File: src/rtl/tlb_pkg.sv
// rtl/tlb_pkg.sv - shared INVTLB op codes, page sizes and engine state encoding
// Purpose: constants and types shared by the TLB invalidation engine and its match predicate.
// Ports: none (package).
package tlb_pkg;

  localparam logic [4:0] INV_ALL0     = 5'd0;
  localparam logic [4:0] INV_ALL1     = 5'd1;
  localparam logic [4:0] INV_G        = 5'd2;
  localparam logic [4:0] INV_NG       = 5'd3;
  localparam logic [4:0] INV_ASID     = 5'd4;
  localparam logic [4:0] INV_ASID_VA  = 5'd5;
  localparam logic [4:0] INV_GASID_VA = 5'd6;

  localparam logic [5:0] PS_4K = 6'd12;
  localparam logic [5:0] PS_4M = 6'd22;

  typedef enum logic [1:0] {
    ST_IDLE = 2'd0,
    ST_SCAN = 2'd1,
    ST_DONE = 2'd2
  } inv_state_e;

endpackage

File: src/rtl/tlb_inv_engine_if.sv
// rtl/tlb_inv_engine_if.sv - request/completion and TLB access signals of the invalidation engine
// Purpose: bundles the INVTLB request handshake, completion status, TLB entry read port
//          and invalidate write port.
// Ports (slave = engine side):
//   in : req_valid, req_op, req_asid, req_vppn, rd_e, rd_g, rd_asid, rd_vppn, rd_ps
//   out: req_ready, busy, rd_idx, inv_we, inv_idx, done, done_err
interface tlb_inv_engine_if #(
  parameter int IDX_W = 4
);
  logic             req_valid;
  logic             req_ready;
  logic [4:0]       req_op;
  logic [9:0]       req_asid;
  logic [18:0]      req_vppn;
  logic             busy;
  logic [IDX_W-1:0] rd_idx;
  logic             rd_e;
  logic             rd_g;
  logic [9:0]       rd_asid;
  logic [18:0]      rd_vppn;
  logic [5:0]       rd_ps;
  logic             inv_we;
  logic [IDX_W-1:0] inv_idx;
  logic             done;
  logic             done_err;

  modport slave (
    input  req_valid, req_op, req_asid, req_vppn,
    input  rd_e, rd_g, rd_asid, rd_vppn, rd_ps,
    output req_ready, busy, rd_idx, inv_we, inv_idx, done, done_err
  );

  modport master (
    output req_valid, req_op, req_asid, req_vppn,
    output rd_e, rd_g, rd_asid, rd_vppn, rd_ps,
    input  req_ready, busy, rd_idx, inv_we, inv_idx, done, done_err
  );
endinterface

File: src/rtl/tlb_inv_match.sv
// rtl/tlb_inv_match.sv - combinational INVTLB match predicate for one TLB entry
// Purpose: decides whether an entry is selected by an INVTLB op (E bit is gated by the caller).
// Ports:
//   in : op, asid, vppn          latched INVTLB operands
//   in : rd_g, rd_asid, rd_vppn, rd_ps   entry fields
//   out: match                   entry selected by op
module tlb_inv_match
  import tlb_pkg::*;
(
  input  logic [4:0]  op,
  input  logic [9:0]  asid,
  input  logic [18:0] vppn,
  input  logic        rd_g,
  input  logic [9:0]  rd_asid,
  input  logic [18:0] rd_vppn,
  input  logic [5:0]  rd_ps,
  output logic        match
);

  logic vmatch;
  logic amatch;

  always_comb begin
    // A 4M page only compares the VPPN bits above its 4M boundary; any
    // other page size is treated as never matching an address-qualified op.
    vmatch = 1'b0;
    case (rd_ps)
      PS_4K:   vmatch = (rd_vppn == vppn);
      PS_4M:   vmatch = (rd_vppn[18:9] == vppn[18:9]);
      default: vmatch = 1'b0;
    endcase
    amatch = (rd_asid == asid);

    match = 1'b0;
    case (op)
      INV_ALL0, INV_ALL1: match = 1'b1;
      INV_G:              match = rd_g;
      INV_NG:             match = ~rd_g;
      INV_ASID:           match = ~rd_g & amatch;
      INV_ASID_VA:        match = ~rd_g & amatch & vmatch;
      INV_GASID_VA:       match = (rd_g | amatch) & vmatch;
      default:            match = 1'b0;
    endcase
  end

endmodule

File: src/rtl/tlb_inv_engine.sv
// rtl/tlb_inv_engine.sv - sequential INVTLB engine walking every TLB entry
// Purpose: accepts an INVTLB request, scans entries 0..TLBNUM-1 one per cycle and
//          clears E of each matching entry, then pulses done (done_err for illegal ops).
// Ports:
//   clk  clock
//   rst  asynchronous active-high reset
//   bus  tlb_inv_engine_if.slave: request handshake, busy/done status,
//        entry read port (rd_*) and invalidate write port (inv_we/inv_idx)
module tlb_inv_engine
  import tlb_pkg::*;
#(
  parameter int TLBNUM = 16,
  parameter int IDX_W  = 4
) (
  input  logic            clk,
  input  logic            rst,
  tlb_inv_engine_if.slave bus
);

  localparam logic [IDX_W-1:0] LAST_IDX = IDX_W'(TLBNUM - 1);

  inv_state_e       state;
  logic [IDX_W-1:0] idx;
  logic [4:0]       op_q;
  logic [9:0]       asid_q;
  logic [18:0]      vppn_q;
  logic             err;
  logic             req_ready_q;
  logic             busy_q;
  logic             done_q;
  logic             done_err_q;
  logic             hit;

  tlb_inv_match u_match (
    .op      (op_q),
    .asid    (asid_q),
    .vppn    (vppn_q),
    .rd_g    (bus.rd_g),
    .rd_asid (bus.rd_asid),
    .rd_vppn (bus.rd_vppn),
    .rd_ps   (bus.rd_ps),
    .match   (hit)
  );

  // The write enable is combinational off the state register so that an
  // asynchronous reset removes it without waiting for a clock edge.
  assign bus.inv_we    = (state == ST_SCAN) & bus.rd_e & hit;
  assign bus.rd_idx    = idx;
  assign bus.inv_idx   = idx;
  assign bus.req_ready = req_ready_q;
  assign bus.busy      = busy_q;
  assign bus.done      = done_q;
  assign bus.done_err  = done_err_q;

  always_ff @(posedge clk or posedge rst) begin
    if (rst) begin
      state       <= ST_IDLE;
      idx         <= '0;
      op_q        <= '0;
      asid_q      <= '0;
      vppn_q      <= '0;
      err         <= 1'b0;
      req_ready_q <= 1'b1;
      busy_q      <= 1'b0;
      done_q      <= 1'b0;
      done_err_q  <= 1'b0;
    end else begin
      case (state)
        ST_IDLE: begin
          if (bus.req_valid) begin
            op_q        <= bus.req_op;
            asid_q      <= bus.req_asid;
            vppn_q      <= bus.req_vppn;
            req_ready_q <= 1'b0;
            busy_q      <= 1'b1;
            idx         <= '0;
            if (bus.req_op <= INV_GASID_VA) begin
              state <= ST_SCAN;
            end else begin
              // Illegal op skips the walk entirely and reports straight away.
              state      <= ST_DONE;
              err        <= 1'b1;
              done_q     <= 1'b1;
              done_err_q <= 1'b1;
            end
          end
        end
        ST_SCAN: begin
          // idx wraps back to 0 after the last entry, leaving rd_idx at 0 in IDLE.
          idx <= idx + 1'b1;
          if (idx == LAST_IDX) begin
            state      <= ST_DONE;
            done_q     <= 1'b1;
            done_err_q <= err;
          end
        end
        ST_DONE: begin
          state       <= ST_IDLE;
          err         <= 1'b0;
          done_q      <= 1'b0;
          done_err_q  <= 1'b0;
          busy_q      <= 1'b0;
          req_ready_q <= 1'b1;
        end
        default: begin
          state       <= ST_IDLE;
          done_q      <= 1'b0;
          done_err_q  <= 1'b0;
          busy_q      <= 1'b0;
          req_ready_q <= 1'b1;
        end
      endcase
    end
  end

endmodule

File: src/flat_wrapper.sv
// flat-port wrapper written by rule: the top's interface ports become plain ports
module tlb_inv_engine_flat import tlb_pkg::*;
#(
  parameter int TLBNUM = 16,
  parameter int IDX_W  = 4
)
  (clk, rst, bus_req_valid, bus_req_op, bus_req_asid, bus_req_vppn, bus_rd_e, bus_rd_g, bus_rd_asid, bus_rd_vppn, bus_rd_ps, bus_req_ready, bus_busy, bus_rd_idx, bus_inv_we, bus_inv_idx, bus_done, bus_done_err);
  tlb_inv_engine_if #(.IDX_W(IDX_W)) bus_i ();
  input  logic clk;
  input  logic rst;
  input wire logic [$bits(bus_i.req_valid)-1:0] bus_req_valid;
  input wire logic [$bits(bus_i.req_op)-1:0] bus_req_op;
  input wire logic [$bits(bus_i.req_asid)-1:0] bus_req_asid;
  input wire logic [$bits(bus_i.req_vppn)-1:0] bus_req_vppn;
  input wire logic [$bits(bus_i.rd_e)-1:0] bus_rd_e;
  input wire logic [$bits(bus_i.rd_g)-1:0] bus_rd_g;
  input wire logic [$bits(bus_i.rd_asid)-1:0] bus_rd_asid;
  input wire logic [$bits(bus_i.rd_vppn)-1:0] bus_rd_vppn;
  input wire logic [$bits(bus_i.rd_ps)-1:0] bus_rd_ps;
  output wire logic [$bits(bus_i.req_ready)-1:0] bus_req_ready;
  output wire logic [$bits(bus_i.busy)-1:0] bus_busy;
  output wire logic [$bits(bus_i.rd_idx)-1:0] bus_rd_idx;
  output wire logic [$bits(bus_i.inv_we)-1:0] bus_inv_we;
  output wire logic [$bits(bus_i.inv_idx)-1:0] bus_inv_idx;
  output wire logic [$bits(bus_i.done)-1:0] bus_done;
  output wire logic [$bits(bus_i.done_err)-1:0] bus_done_err;
  assign bus_i.req_valid = bus_req_valid;
  assign bus_i.req_op = bus_req_op;
  assign bus_i.req_asid = bus_req_asid;
  assign bus_i.req_vppn = bus_req_vppn;
  assign bus_i.rd_e = bus_rd_e;
  assign bus_i.rd_g = bus_rd_g;
  assign bus_i.rd_asid = bus_rd_asid;
  assign bus_i.rd_vppn = bus_rd_vppn;
  assign bus_i.rd_ps = bus_rd_ps;
  assign bus_req_ready = bus_i.req_ready;
  assign bus_busy = bus_i.busy;
  assign bus_rd_idx = bus_i.rd_idx;
  assign bus_inv_we = bus_i.inv_we;
  assign bus_inv_idx = bus_i.inv_idx;
  assign bus_done = bus_i.done;
  assign bus_done_err = bus_i.done_err;
  tlb_inv_engine #(.TLBNUM(TLBNUM), .IDX_W(IDX_W)) u_core (.clk(clk), .rst(rst), .bus(bus_i));
endmodule
File: config.mk
export PLATFORM = sky130hd
export DESIGN_NAME = tlb_inv_engine_flat
export DESIGN_NICKNAME = d
export VERILOG_FILES = /design/src/rtl/tlb_pkg.sv /design/src/rtl/tlb_inv_engine_if.sv /design/src/rtl/tlb_inv_match.sv /design/src/rtl/tlb_inv_engine.sv /design/src/flat_wrapper.sv
export SDC_FILE = /design/constraint.sdc
export NUM_CORES = 1
export LEC_CHECK = 0
export BUFFER_PORTS_ARGS = -buffer_cell sky130_fd_sc_hd__buf_2
export CORE_UTILIZATION = 37
export CTS_CLUSTER_SIZE = 30
export DETAILED_ROUTE_END_ITERATION = 10
export PLACE_DENSITY = 0.64
export SETUP_SLACK_MARGIN = 0.2
export SLEW_MARGIN = 20
export SYNTH_ARGS = -nofsm -noshare
export SYNTH_HDL_FRONTEND = slang
export SYNTH_SLANG_ARGS = --single-unit
File: constraint.sdc
create_clock -name clk -period 5.15 [get_ports clk]
set_input_delay 0.7725 -clock clk [delete_from_list [all_inputs] [get_ports clk]]
set_output_delay 0.7725 -clock clk [all_outputs]
set_load 0.005 [all_outputs]
# After elaboration in Yosys (flattened, before gate mapping)
# Cells that the tools add are included.
[totals]
register_bits = 45
input_bits = 74
elab_cells = 67
[classes]
add_sub_neg = 1
n_lt_le_gt_ge = 1
n_eq_ne = 17
mux = 19
n_bitwise = 8
reduce_logical = 11
[op_table]
columns = ["op", "count"]
rows = [
  ["== test 10 bit", 2],
  ["== test 19 bit", 1],
  ["== test 5 x 3 -> 1 bit (second input constant)", 3],
  ["case mux 1 bit (2 select lines)", 6],
  ["== test 5 x 2 -> 1 bit (second input constant)", 2],
  ["case mux 4 bit (2 select lines)", 1],
  ["AND reduction 2 bit", 4],
  ["== test 6 x 4 -> 1 bit (second input constant)", 1],
  ["== test 6 x 5 -> 1 bit (second input constant)", 1],
  ["two-way mux 1 bit", 6],
  ["two-way mux 2 bit", 3],
  ["!= test 2 bit (second input constant)", 3],
  ["case mux 1 bit (6 select lines)", 1],
  ["AND reduction 3 bit", 2],
  ["bitwise AND 1 bit", 5],
  ["== test 5 x 1 -> 1 bit (second input constant)", 1],
  ["<= comparator 5 x 3 -> 1 bit (second input constant)", 1],
  ["zero test 5 bit", 1],
  ["adder 4 x 1 -> 4 bit (second input constant)", 1],
  ["== test 4 bit (second input constant)", 1],
  ["two-way mux 4 bit", 1],
  ["case mux 2 bit (2 select lines)", 1],
  ["nonzero test 2 bit", 2],
  ["== test 2 x 1 -> 1 bit (second input constant)", 1],
  ["other kinds (5)", 6],
]

# Logic depth before layout (Yosys ltp)
# Gate-level depths: netlist of run 1.
[logic_depth]
depth_word = 5
mapped_depth = 6
depth_no_buf = 5

# By module
# Synthesis of run 1 repeated with hierarchy kept, for this count alone.
[hier_totals]
cells_unflattened = 180
area_unflattened_um2 = 2240.9
[by_module_without_submodules]
columns = ["module", "n_inst", "cells_per_inst", "area_each_um2", "seq_area_each_um2"]
rows = [
  ["tlb_inv_engine", 1, 124, 1820.5, 1127.3],
  ["tlb_inv_match", 1, 56, 420.4, 0.0],
]

# Least setup slack after synthesis of run 1
# OpenSTA, ideal clock, no wires.
[synth_path]
kind = "input port to output port"
startpoint = "input port bus_rd_asid[9]"
endpoint = "output port bus_inv_we"
arrival_time_ns = 1.903
t_required_ns = 4.378
setup_slack_ns = 2.475
path_stages = 5
path_buffers = 0
cell_sequence = "xor2_1 or4_1 nor3_2 nor3_1 a211oi_1"
[synth_via]
elab_chain_len = 5
elab_cells_between_ends = 7
[synth_rtl]
columns = ["element", "line", "rtl"]
rows = [
  ["start, declared", "flat_wrapper.sv:17", "input wire logic [$bits(bus_i.rd_asid)-1:0] bus_rd_asid;"],
  ["== test 10 bit *", "tlb_inv_match.sv:32", "amatch = (rd_asid == asid);"],
  ["bitwise OR 1 bit or bitwise AND 1 bit (tied branches)", "tlb_inv_match.sv:41, tlb_inv_match.sv:39, tlb_inv_match.sv:40", ""],
  ["bitwise AND 1 bit (on tied branches)", "tlb_inv_match.sv:41, tlb_inv_match.sv:40", ""],
  ["case mux 1 bit (6 select lines) *", "tlb_inv_match.sv:35", "case (op)"],
  ["bitwise AND 1 bit *", "tlb_inv_engine.sv:47", "assign bus.inv_we = (state == ST_SCAN) & bus.rd_e & hit;"],
  ["end, declared", "flat_wrapper.sv:23", "output wire logic [$bits(bus_i.inv_we)-1:0] bus_inv_we;"],
]
# Mark *: on every way between the ends. The rest lies on a longest branch, timed or not.

# Worst setup path in the final report of run 1
# Same ends and word-level chain as after synthesis.

==> flow_summary_export.csv, run 1 <==
group,metric,value,unit
clock_tree,clkLatencyLatePin,0.30,ns
synth,synthTopCellsByArea,"dfrtp_1, mux2_2, xnor2_1, nand4_1, a21oi_1",
final_layout,final_core_util,49.4,%
min_path,hold_path_class,"reg -> reg",
setup_path,rr_startpoint,"u_core.state[0]",
sta,fin_crit,2.99,ns
sta,hold_viol,0,
sta,timing.final.crit_share,58.1,%
clock_tree,numCtsBuffers,5,
power_and_ir_drop,p_int,0.973,mW
power_and_ir_drop,vdd_drop_max,219,uV
setup_path,ff2ff_path_depth,3,
setup_path,cp.arrival,2.22,ns
grt,grt.overflow.total,0,
floorplan,core_region_area,5640,um^2
min_path,min_to,"u_core.bus.req_ready",
grt,grt_max_degree,46,
setup_path,critPathCaptureType,"primary output",
setup_path,reg2reg_to,"u_core.asid_q[0]",
sta,slew_headroom,36.9,%
synth,yosys.area.top_type,"dfrtp_1",
setup_path,criticalPathCategory,"in -> out",
power_and_ir_drop,p_clk_share,18.8,%
floorplan,die_area,6290,um^2
grt,grt_pass1_wl,7510,um
power_and_ir_drop,p_sw,0.443,mW
final_layout,nets,342,
floorplan,row_count,27,
sta,worstMarginPinSlew,0.944,ns
synth,netlist_area,2210,um^2
setup_path,r2r_slack,3.17,ns
synth,synth_cells,184,
sta,tns,0,ns
final_layout,drive_gt1_share,49.6,%
route,drcViolationCount,0,
clock_tree,clk_pin_slew_worst_paths,0.09,ns
setup_path,crit_required,4.38,ns
synth,syn-num-nets,259,
synth,ys.flop_type,"dfrtp_1",
sta,fmax,0.334,GHz
placed_design,place.gp.congestion,0.752,
job,drv_cap,0,
floorplan,dieHeight,79.3,um
synth,synthArstFlopShare,100,%
floorplan,start_util,39.2,%
sta,rsz0062_at_grt,"no",
clock_tree,cts_sinks,45,
clock_tree,htreeDepth,2,
clock_tree,cts_resized,0,
floorplan,die_w,79.3,um
synth,yosysWarnings,0,
grt,grt_pass1_vias,1688,
synth,synth.top_cell.area_share,49.8,%
route,num_vias,1620,
synth,ys_ff_latch,45,
route,drt-total-wl,4360,um
synth,synth_edf_count,0,
synth,synth.avg_cell_area,12.0,um^2
final_layout,antennaDiodeCount,0,
setup_path,path_max_fanout,2,
clock_tree,tritoncts,"built",
grt,grtUsageTotal,15.7,%
route,wl_per_cell,12.8,um
power_and_ir_drop,comb_power_share,34.6,%
run_status,outcome,"completed",
route,vias_per_cell,4.76,
power_and_ir_drop,switching_share,31.3,%
synth,seq_area_frac_synth,51.0,%
placed_design,io_buffers,86,
power_and_ir_drop,p_leak,1.27,nW
sta,slew_violations,0,
final_layout,synthToLayoutAreaGrowth,26.1,%
final_layout,final_area,2790,um^2
power_and_ir_drop,powerDensity,508,nW/um^2
power_and_ir_drop,p_seq_share,46.7,%
route,drt_iter0_markers,104,
synth,ys_types,31,
placed_design,dp_hpwl,3350,um
sta,setup_viol,0,
grt,grt_antenna_before_repair,0,
min_path,hold_start,"u_core.bus.req_ready",
clock_tree,cts_buffer_depth,2,
clock_tree,hold_buffers,0,
floorplan,top_level_ports,87,
sta,fin_skew,0.00945,ns
placed_design,post_dp_cell_area,2670,um^2
min_path,hold_depth,2,
route,drtAntennaViolNets,0,
clock_tree,post_cts_buffers,0,
clock_tree,cts_root_buf,"clkbuf_8",
setup_path,start_kind,"primary input",
route,first_pass_iters,4,
==> kinds of logic after synthesis <==
family | count (synthesis) | share of synthesized area [%]
DFF | 45 | 51.0
muxes | 37 | 18.7
and+or+nand+nor | 39 | 9.56
buffers and inverters | 15 | 3.51
AOI/OAI and AO/OA | 17 | 4.75
xor gates and xnor gates | 30 | 11.9
adders and majority gates | 1 | 0.566
==> how the worst max path moves through the flow <==
stage,startpoint,end,slack [ns],cells past startpoint
6_report,bus_rd_asid[9],bus_inv_we,2.16,7
2_1_floorplan,bus_rd_asid[9],bus_inv_we,2.47,5
3_5_place_dp,bus_rd_asid[9],bus_inv_we,2.14,7
3_3_place_gp,bus_rd_asid[9],bus_inv_we,2.19,7
4_1_cts,bus_rd_asid[9],bus_inv_we,2.13,7
5_1_grt,bus_rd_asid[9],bus_inv_we,2.04,7
==> synthesized netlist by cell type, types with 5 or more instances <==
master and n:
dfrtp_1 44, mux2_2 35, xnor2_1 26, nor2_1 9, nand4_1 8, a21oi_1 7, buf_2 5, inv_1 5
nor3_1 5
==> critical path, stage by stage <==
cell and delay (ns):
buf_2 0.10, xor2_1 0.13, or4_1 0.53, nor3_2 0.22, a21oi_1 0.09, a211oi_1 0.21
buf_2 0.16
==> metrics by stage <==
step / hold slack [ns] / std cells / total power [mW] / setup WS [ns]
after global routing: 0.515 / 340 / 1.54 / 2.04
after global placement: 0.473 / 332 / 1.15 / 2.19
after detailed placement: 0.478 / 332 / 1.17 / 2.14
final: 0.491 / 340 / 1.42 / 2.16
after floorplan: 0.474 / 184 / 1.04 / 2.47
after CTS: 0.493 / 340 / 1.44 / 2.13
==> routing by layer <==
| layer | up-vias | global-route usage, % | wire (um) |
|---|---|---|---|
| li1 | 805 | - | - |
| met1 | 759 | 19.2 | 1890 |
| met2 | 48 | 26.1 | 2110 |
| met3 | 8 | 4.37 | 278 |
| met4 | 0 | 6.00 | 70 |
| met5 | - | 0 | 0 |
==> registers in the layout, indices dropped and copies added (netlist names) <==
register / cells
u_core.bus.req_ready: 1
u_core.vppn_q: 19
u_core.bus.done: 1
u_core.bus.inv_idx: 4
u_core.state: 2
u_core.bus.done_err: 1
u_core.op_q: 5
u_core.bus.busy: 1
u_core.err: 1
u_core.asid_q: 10
==> layout by cell type, fill, tap and decap left out, types with 3 or more instances in the layout <==
| cell | instances |
|---|---|
| nand2b_1 | 3 |
| xor2_1 | 4 |
| nand4_1 | 8 |
| inv_1 | 4 |
| nor2_1 | 9 |
| buf_2 | 86 |
| nand2_1 | 4 |
| xnor2_1 | 26 |
| nand3_1 | 4 |
| a21oi_1 | 7 |
| o21ai_0 | 3 |
| mux2_2 | 35 |
| dfrtp_1 | 44 |
| clkbuf_8 | 5 |
| nor3_1 | 5 |
==> power by group through the flow <==
stage	clock (mW)	combinational (mW)	sequential, mW
floorplan	0	0.413	0.629
global placement	0	0.487	0.662
detailed placement	0	0.499	0.670
CTS	0.277	0.499	0.662
global route	0.292	0.555	0.690
finish	0.266	0.489	0.660
==> area by class of cell <==
| type | count | area, um^2 |
|---|---|---|
| Clock buffer | 5 | 68.8 |
| Clock inverter | 3 | 46.3 |
| Fill cell | 535 | 2850 |
| Inverter | 5 | 18.8 |
| Multi-Input combinational cell | 124 | 1010 |
| Sequential cell | 45 | 1130 |
| Tap cell | 72 | 90.1 |
| Timing Repair Buffer | 86 | 430 |
Power figures use the tool's default switching activity.
==> run 2, diff against run 1 <==
- clock period: 5.15 -> 3.1 ns (I/O delays scaled with it)
==> flow_summary_export.csv, run 2 (synthesis results as in run 1) <==
group,metric,value,unit
sta,fin_skew,0.00963,ns
min_path,hold_path_class,"in -> async",
grt,met2_usage,26.5,%
final_layout,reg_top3,"u_core.vppn_q x19, u_core.asid_q x10, u_core.op_q x5",
clock_tree,clkLatencyLatePin,0.30,ns
final_layout,antennaDiodeCount,0,
grt,grt_max_degree,46,
route,first_pass_iters,2,
power_and_ir_drop,p_total,2.37,mW
floorplan,die_area,6290,um^2
setup_path,path_max_fanout,2,
clock_tree,hold_buffers,0,
route,wl_per_cell,13.2,um
clock_tree,cts_resized,0,
final_layout,largest_reg_flops,19,
setup_path,r2r_slack,1.11,ns
placed_design,place.gp.congestion,0.768,
job,drv_cap,0,
grt,grt_antenna_before_repair,0,
route,drt_iter0_markers,92,
floorplan,die_w,79.3,um
grt,busiest_layer,"met2",
power_and_ir_drop,vdd_drop_max,374,uV
placed_design,dp_hpwl,3510,um
final_layout,synthToLayoutAreaGrowth,26.5,%
setup_path,criticalPathCategory,"reg -> out",
route,vias_per_cell,4.83,
floorplan,top_level_ports,87,
final_layout,seqCellArea,1130,um^2
sta,setup_viol,0,
final_layout,drive_gt1_share,49.8,%
clock_tree,cts_buffer_depth,2,
route,num_vias,1646,
sta,fin_crit,2.52,ns
grt,grt_pass1_vias,1704,
floorplan,row_count,27,
final_layout,num-fill-cells,532,
route,drt-total-wl,4500,um
sta,worstMarginPinSlew,0.930,ns
clock_tree,cts_root_buf,"clkbuf_8",
sta,tns,0,ns
clock_tree,clk_pin_slew_worst_paths,0.09,ns
sta,hold-worst-slack,0.355,ns
clock_tree,htreeDepth,2,
run_status,outcome,"completed",
grt,grt_pass1_wl,7740,um
setup_path,start_kind,"flip-flop",
route,drcViolationCount,0,
clock_tree,numCtsBuffers,5,
final_layout,layout_commonest_cell,"buf_2",
placed_design,io_buffers,86,
grt,grtUsageMet3,4.25,%
sta,slew_headroom,38.0,%
setup_path,rr_startpoint,"u_core.state[0]",
grt,grt.overflow.total,0,
final_layout,nets,343,
grt,grtUsageMet1,19.9,%
sta,slew_violations,0,
setup_path,cp.arrival,2.05,ns
sta,fmax,0.398,GHz
setup_path,reg2reg_to,"u_core.vppn_q[10]",
sta,hold_viol,0,
setup_path,critPathCaptureType,"primary output",
power_and_ir_drop,powerDensity,848,nW/um^2
floorplan,start_util,39.2,%
setup_path,crit_required,2.63,ns
route,drtAntennaViolNets,0,
setup_path,ff2ff_path_depth,4,
clock_tree,tritoncts,"built",
clock_tree,cts_sinks,45,
final_layout,top_register,"u_core.vppn_q",
grt,grtUsageTotal,16.2,%
floorplan,core_region_area,5640,um^2
final_layout,multiInputGateArea,1010,um^2
final_layout,layout_common_cells,"buf_2, dfrtp_1, mux2_2",
sta,rsz0062_at_grt,"no",
floorplan,dieHeight,79.3,um
sta,timing.final.crit_share,81.1,%
power_and_ir_drop,p_leak,1.28,nW
clock_tree,post_cts_buffers,0,
[run 2: final cells by class]
type / instances / share of cell area, %
Clock buffer: 5 / 2.46
Sequential cell: 45 / 40.3
Clock inverter: 3 / 1.66
Tap cell: 72 / 3.22
Multi-Input combinational cell: 124 / 36.0
Timing Repair Buffer: 87 / 15.7
Inverter: 5 / 0.671
[run 2: worst max-delay path, cell delays in order, from the launching register on]
cell      delay [ns]
dfrtp_1         0.39
xor2_1          0.15
or4_1           0.52
nor3_2          0.24
nor3_1          0.10
a211oi_1        0.19
buf_2           0.16
[run 2: layer usage]
metal  up-vias  share of wire [%]
li1        803                  -
met1       781                 43
met2        52                 49
met3        10                6.0
met4         0                2.1
met5         -                  0
[run 2: worst max-delay path by stage]
stage / to / cells after the start / slack, ns / start
CTS: bus_inv_we / 6 / 0.57 / u_core.asid_q[9]
finish: bus_inv_we / 6 / 0.58 / u_core.asid_q[9]
global placement: bus_inv_we / 7 / 0.75 / bus_rd_asid[9]
global route: bus_inv_we / 6 / 0.44 / u_core.asid_q[9]
floorplan: bus_inv_we / 5 / 1.04 / bus_rd_asid[9]
detailed placement: bus_inv_we / 7 / 0.74 / bus_rd_asid[9]
[run 2: where the power goes]
group	leakage, nW	internal [mW]	total [mW]	switching (mW)
sequential	0.536	0.875	1.10	0.221
combinational	0.686	0.505	0.826	0.321
clock	0.0543	0.241	0.448	0.207
total	1.28	1.62	2.37	0.749
[run 2: metrics by stage]
stage                     utilization [%]  setup WS [ns]  area [um^2]  cells
after floorplan                         -           1.04         2210    184
after global placement               47.5          0.749         2680    333
after detailed placement             47.5          0.738         2680    333
after CTS                            49.6          0.569         2800    341
after global routing                 49.6          0.445         2800    341
final                                49.6          0.585         2800    341
